<file path="src/rtl/regfile_sb.sv">
// Register file with two combinational read ports, one write port and a 2-bit
// per-register pending-write scoreboard. Optional macro: REGFILE_SB_BYPASS_EN (write-to-read bypass).
module regfile_sb #(
    parameter int DW       = 32,
    parameter int NREG     = 32,
    parameter int ZERO_REG = 1,
    localparam int AW      = $clog2(NREG)
) (
    input  logic          clk,
    input  logic          rst,
    input  logic [AW-1:0] ra1,
    input  logic [AW-1:0] ra2,
    output logic [DW-1:0] rd1,
    output logic [DW-1:0] rd2,
    output logic          busy1,
    output logic          busy2,
    input  logic          we,
    input  logic [AW-1:0] wa,
    input  logic [DW-1:0] wd,
    input  logic          iss_en,
    input  logic [AW-1:0] iss_rd,
    output logic          err
);

    logic [DW-1:0]   mem_q [NREG];
    logic [1:0]      cnt_q [NREG];
    logic [1:0]      cnt_d [NREG];
    logic            err_q;
    logic            err_d;
    logic [NREG-1:0] inc;
    logic [NREG-1:0] dec;
    logic            wr_ok;

    // Writes to the hard-wired zero register are dropped entirely.
    assign wr_ok = we && !((ZERO_REG != 0) && (wa == '0));

    always_comb begin
        inc = '0;
        dec = '0;
        for (int r = 0; r < NREG; r++) begin
            if (!((ZERO_REG != 0) && (r == 0))) begin
                inc[r] = iss_en && (iss_rd == AW'(r));
                dec[r] = we && (wa == AW'(r));
            end
        end
    end

    // Counters saturate at 3 and 0; hitting either bound sets the sticky error.
    always_comb begin
        err_d = err_q;
        for (int r = 0; r < NREG; r++) begin
            cnt_d[r] = cnt_q[r];
            if (inc[r] && !dec[r]) begin
                if (cnt_q[r] == 2'd3) err_d = 1'b1;
                else                  cnt_d[r] = cnt_q[r] + 2'd1;
            end else if (dec[r] && !inc[r]) begin
                if (cnt_q[r] == 2'd0) err_d = 1'b1;
                else                  cnt_d[r] = cnt_q[r] - 2'd1;
            end
        end
    end

    always_ff @(posedge clk) begin
        if (rst) begin
            for (int r = 0; r < NREG; r++) begin
                mem_q[r] <= '0;
                cnt_q[r] <= '0;
            end
            err_q <= 1'b0;
        end else begin
            for (int r = 0; r < NREG; r++) begin
                cnt_q[r] <= cnt_d[r];
            end
            err_q <= err_d;
            if (wr_ok) mem_q[wa] <= wd;
        end
    end

    function automatic logic [DW-1:0] zero_mask(input logic [AW-1:0] ra,
                                                input logic [DW-1:0] stored);
        logic [DW-1:0] v;
        v = stored;
        if ((ZERO_REG != 0) && (ra == '0)) v = '0;
        return v;
    endfunction

`ifdef REGFILE_SB_BYPASS_EN
    logic hit1;
    logic hit2;

    assign hit1 = wr_ok && (wa == ra1);
    assign hit2 = wr_ok && (wa == ra2);

    // A writeback landing this cycle satisfies one pending write early.
    function automatic logic busy_byp(input logic [1:0] cnt, input logic hit);
        return (cnt > 2'd1) || ((cnt == 2'd1) && !hit);
    endfunction

    assign rd1   = hit1 ? wd : zero_mask(ra1, mem_q[ra1]);
    assign rd2   = hit2 ? wd : zero_mask(ra2, mem_q[ra2]);
    assign busy1 = busy_byp(cnt_q[ra1], hit1);
    assign busy2 = busy_byp(cnt_q[ra2], hit2);
`else
    assign rd1   = zero_mask(ra1, mem_q[ra1]);
    assign rd2   = zero_mask(ra2, mem_q[ra2]);
    assign busy1 = (cnt_q[ra1] != 2'd0);
    assign busy2 = (cnt_q[ra2] != 2'd0);
`endif

    assign err = err_q;

endmodule

</file>
<file path="config.mk">
export PLATFORM = sky130hd
export DESIGN_NAME = regfile_sb
export DESIGN_NICKNAME = d
export VERILOG_FILES = /design/src/rtl/regfile_sb.sv
export SDC_FILE = /design/constraint.sdc
export NUM_CORES = 2
export LEC_CHECK = 0
export CELL_PAD_IN_SITES_DETAIL_PLACEMENT = 1
export CELL_PAD_IN_SITES_GLOBAL_PLACEMENT = 2
export CORE_ASPECT_RATIO = 1.25
export CORE_MARGIN = 5
export CORE_UTILIZATION = 48
export CTS_BUF_LIST = sky130_fd_sc_hd__clkbuf_8
export CTS_CLUSTER_DIAMETER = 150
export DETAILED_ROUTE_END_ITERATION = 6
export PLACE_DENSITY_LB_ADDON = 0.2
export REMOVE_ABC_BUFFERS = 1
export SYNTH_ARGS = -nofsm -noshare
export SYNTH_HDL_FRONTEND = slang
export SYNTH_SLANG_ARGS = --single-unit
</file>
<file path="constraint.sdc">
create_clock -name clk -period 4.8 [get_ports clk]
set_clock_uncertainty 0.15 [all_clocks]
set_input_delay 1.2 -clock clk [delete_from_list [all_inputs] [get_ports clk]]
set_output_delay 1.2 -clock clk [all_outputs]
set_load 0.05 [all_outputs]
</file>
[Word-level counts from Yosys, hierarchy flattened]
Memory sizes are Yosys's and may differ from the RTL's.
Index checks and enable logic that the tools add are counted.
Word-level totals
  word-level logic and storage cells: 708
  flip-flop bits (word level): 1
  RAM bits: 1088
  output and inout bits: 67
  bits of input ports: 56
  memories: 2
Memories
  mem_q: depth 32, width 32, read ports 2, clocked after Yosys merged registers in 0, wr ports 32, line 25  | logic [DW-1:0] mem_q [NREG];
  cnt_q: depth 32, width 2, read ports 33, clocked after Yosys merged registers in 0, wr ports 32, line 26  | logic [1:0] cnt_q [NREG];
Operators by class
  add/subtract/negate cells: 62
  reduce and logical (&&, ||, !) cells: 226
  equal/unequal tests: 94
  bitwise logic cells: 32
  mux-type cells: 291
Operators by type and width (number)
  2-to-1 mux 2 bit: 156
  == test 5 bit (second input constant): 32
  2-to-1 mux 1 bit: 131
  logical AND 1 bit: 125
  2-to-1 mux 32 bit: 3
  == test 5 x 4 -> 1 bit (second input constant): 16
  zero test 1 bit: 63
  adder 2 x 1 -> 2 bit (second input constant): 31
  == test 2 bit (second input constant): 31
  zero test 2 bit: 31
  subtractor 2 x 1 -> 2 bit (second input constant): 31
  == test 5 x 3 -> 1 bit (second input constant): 8
  OR 1 bit: 32
  OR reduction 32 bit: 1
  == test 5 x 2 -> 1 bit (second input constant): 4
  zero test 5 bit: 3
  == test 5 x 1 -> 1 bit (second input constant): 2
  2-to-1 mux 5 bit: 1
  nonzero test 2 bit: 2
  AND reduction 2 bit: 1
  inequality test 0 bit: 1

[Depth between registers and ports, before layout]
  depth in word-level cells: 96
  mapped depth: 11
  gate-level depth less buffers: 10

[Worst setup path before layout]
OpenSTA, ideal clock, no wires.
  path kind: input -> output
  from: input port ra2[2]
  to: output port busy2
  cell stages on the path: 5
  setup slack: -0.538 ns
  path buffers: 2
  data required time: 3.450 ns
  arrival: 3.988 ns
  path through: clkbuf_1 buf_1 mux4_2 and3_1 o41ai_1
Between the ends
  word-level cells in the longest chain between the ends: 2
RTL lines
  from (decl): line 12  | input logic [AW-1:0] ra2,
  memory (32 x 2 bit)
  nonzero test 2 bit: line 107  | assign busy2 = (cnt_q[ra2] != 2'd0);
  to (decl): line 16  | output logic busy2,
Every way passes these cells.

[Final worst setup path]
  from: input port ra2[0]
  to: output port rd2[10]
Between the ends
  word-level cells in the longest chain between the ends: 2
  elaborated cells on any way between the ends: 3
  classes of those cells: 1 x mux; 1 x reduce/logical; 1 x memory
RTL lines
  memory (32 x 32 bit) or zero test 5 bit (tied branches)
  2-to-1 mux 32 bit *: line 83  | if ((ZERO_REG != 0) && (ra == '0)) v = '0;
  to (decl): line 14  | output logic [DW-1:0] rd2,
Mark *: on every way between the ends. The rest lies on a longest branch, timed or not.

==> impl_results.md <==
- Total Power: 22.5 mW
- Clk Latency, worst-skew pair: 0.93 ns
- TritonCTS clock tree: built
- Nets@finish: 4,455
- Mapped Avg Cell Area: 14.6 sq um
- First-pass GRT wire length: 312,000 um
- Synth Register Bits: 1,087
- IO Port Bufs: 122
- Drt wl/cell: 36.6 um
- Drt first pass iters: 6
- Starting Density: 48.3%
- CP Max Fanout: 26
- Die height: 404 um
- Worst setup margin: 0.0288 ns
- Hold slack: 0.370 ns
- Drt drc: 0
- Grt ovf: 0
- CTS buffer count: 183
- Yosys top cell area share: 51.6%
- Seq pwr share: 49.5%
- Max Slew Vio Count: 0
- Synthesized cell area: 59,600 sq um
- Synth unique cells: 46
- Crit path required time: 3.45 ns
- Async set-or-reset flop fraction in the synthesized netlist: 0%
- Crit path DAT: 3.42 ns
- Routed wire length: 224,000 um
- # hold bufs at CTS: 0
- Int Pwr: 16.2 mW
- Final Cycle Share: 99.4%
- Post-DRT Antenna Nets: 0
- Fin cells: 6,112
- Largest net degree at the start of global routing: 49
- Setup TNS: 0 ns
- Clk root buf: clkbuf_8
- Outcome: finished, final reports clean
- Count leader, synth: edfxtp_1
- Vias in the first global route: 42,100
- GRT Total Usage: 33.8%
- Hold Crit Class: flip-flop to flip-flop
- Clock share of power: 35.3%
- Power Density: 329 nW/um^2
- Yosys warns: 0
- Multi-input logic area: 26,000 sq um
- Reg clk slew, reported paths: 0.06 ns
- Die W: 325 um
- Die ar.: 131,000 sq um
- Relative slew margins: 20.4%
- Cells after synthesis: 4,085
- R2r startpoint: cnt_q[3][0]
- P_leak: 24.8 nW
- Setup-failing EPs final: 0
- VDD IR max: 0.246 mV
- CP startpoint: ra2[0]
- Max-cap violations: 0
- Clock buffer depth: 3
- Std cell rows: 144
- Via/cell ratio: 6.65
- Sequential share of the synthesized area: 53.7%
- RSZ-0062 raised after global routing: false
- Hold Vio Cnt, Final: 0
- Pre-CTS WS: -0.193 ns
- CORE AREA: 123,000 sq um
- Reg area: 32,000 sq um
- Critical path class: input port to primary output
- Top cells by count, synth: edfxtp_1 (1,024), and2_1 (996), mux4_2 (583)
- Hpwl dp: 138,000 um
- 1st-iter DRT viols: 5,590
- Area Growth Syn to Fin: 14.6%
- GP Congestion: 0.872
- Psw: 6.27 mW
- Initial antenna violation count: 25
- Synth area leader: edfxtp_1
- Sw frac: 27.9%
- CTS H-tree depth: 4
- Worst-Margin Slew: 1.19 ns
- Layout cell share with drive strength beyond 1: 28.2%
- Top post-synthesis cells by area: edfxtp_1 (52%), mux4_2 (22%), and2_1 (10%), dfxtp_1 (2.1%), mux2i_1 (2.1%)
- Min Clock Period, post-route: 4.77 ns
- Post-synth top flop: edfxtp_1
- Number of synthesized flops with an enable pin: 1,024
- Endpoint type of the worst setup path: primary output
- Fillcell total: 11,600
- # IOs: 123
- Via count: 40,600
- CTS Sinks: 1,087
- Comb pwr share: 15.2%
- Fmax: 0.210 GHz
- HP Start: cnt_q[10][0]
- Critical path startpoint category: input port
- Post-Place Cells: 5,758
[flip-flops by register name, indices dropped and copies added, names as in the netlist]
name   cells
cnt_q     62
mem_q   1024
err        1
[cells in the final DEF (no fill, tap or decap), types with 23 or more instances in the layout]
master / netlist / layout
edfxtp_1: 1024 / 1024
and2_1: 996 / 996
mux4_2: 583 / 583
buf_4: 22 / 273
clkbuf_8: 0 / 186
inv_1: 86 / 139
mux2i_1: 126 / 126
nand2_1: 103 / 103
buf_12: 0 / 99
o21ai_0: 82 / 82
o22ai_1: 80 / 80
nor2_1: 107 / 76
a21o_1: 63 / 63
dfxtp_1: 63 / 63
ha_1: 62 / 62
a21oi_1: 58 / 58
clkinv_1: 1 / 52
clkdlybuf4s50_1: 0 / 45
nand2b_1: 44 / 39
conb_1: 1 / 32
nor2b_1: 31 / 31
nor2_4: 0 / 31
or2_2: 29 / 29
nand3_1: 26 / 26
diode_2: 0 / 23
[layer usage]
metal / global-route usage (%) / part of all wire (%) / up-vias
met3: 7.55 / 11 / 587
li1: - / - / 16100
met4: 17.0 / 5.6 / 4
met5: 0 / 0.0094 / -
met2: 55.5 / 48 / 2666
met1: 42.8 / 36 / 21300
[power by group through the flow]
| stage | combinational (mW) | sequential (mW) | clock (mW) |
|---|---|---|---|
| after floorplan | 1.72 | 11.2 | 0 |
| after global placement | 3.36 | 11.3 | 0 |
| after detailed placement | 3.39 | 11.3 | 0 |
| after CTS | 3.40 | 11.1 | 8.06 |
| after global routing | 3.51 | 11.2 | 8.50 |
| final | 3.42 | 11.1 | 7.94 |
[repair_timing]
item                                    CTS  global route
endpoints found under the setup margin   17             2
buffers inserted                          0             0
resized for setup                         4             2
[logic make-up after synthesis]
kind of cell / Yosys count / synth area share, %
and+or+nand+nor: 1419 / 14.0
buffers and inverters: 476 / 3.36
adders and majority gates: 62 / 1.30
other: 1 / 0.00629
muxes: 711 / 24.2
DFF: 1087 / 53.7
AOI/OAI and AO/OA: 329 / 3.42
[worst paths after layout]
path                                endpoint  slack (ns)  depth (start not counted)
worst min-delay path            cnt_q[10][1]        0.37                          2
worst min register to register  cnt_q[10][1]        0.37                          2
worst max-delay path                 rd2[10]        0.03                          7
worst max register to register           err        2.69                          6
[worst max-delay path, cell delays in order]
cell	delay (ns)
buf_12	0.27
buf_12	0.24
buf_12	0.16
mux4_2	0.51
mux4_2	0.48
a21o_1	0.27
buf_12	0.18
[per-stage QoR]
stage / cell area, sq um / utilization [%]
after floorplan: 58000 / -
after global placement: 64900 / 52.6
after CTS: 68200 / 55.3
final: 68300 / 55.3
after global routing: 68200 / 55.3
after detailed placement: 64900 / 52.6
[layout make-up]
| cell class | instances | share of cell area [%] |
|---|---|---|
| tap | 1606 | 2.94 |
| clock buffer | 185 | 3.73 |
| sequential | 1087 | 46.9 |
| timing repair buffer | 425 | 6.70 |
| multi-input combinational | 2553 | 38.0 |
| clock inverter | 146 | 1.15 |
| inverter | 87 | 0.482 |
| antenna | 23 | 0.0843 |
Note: power is estimated with default switching activity, not from simulation.
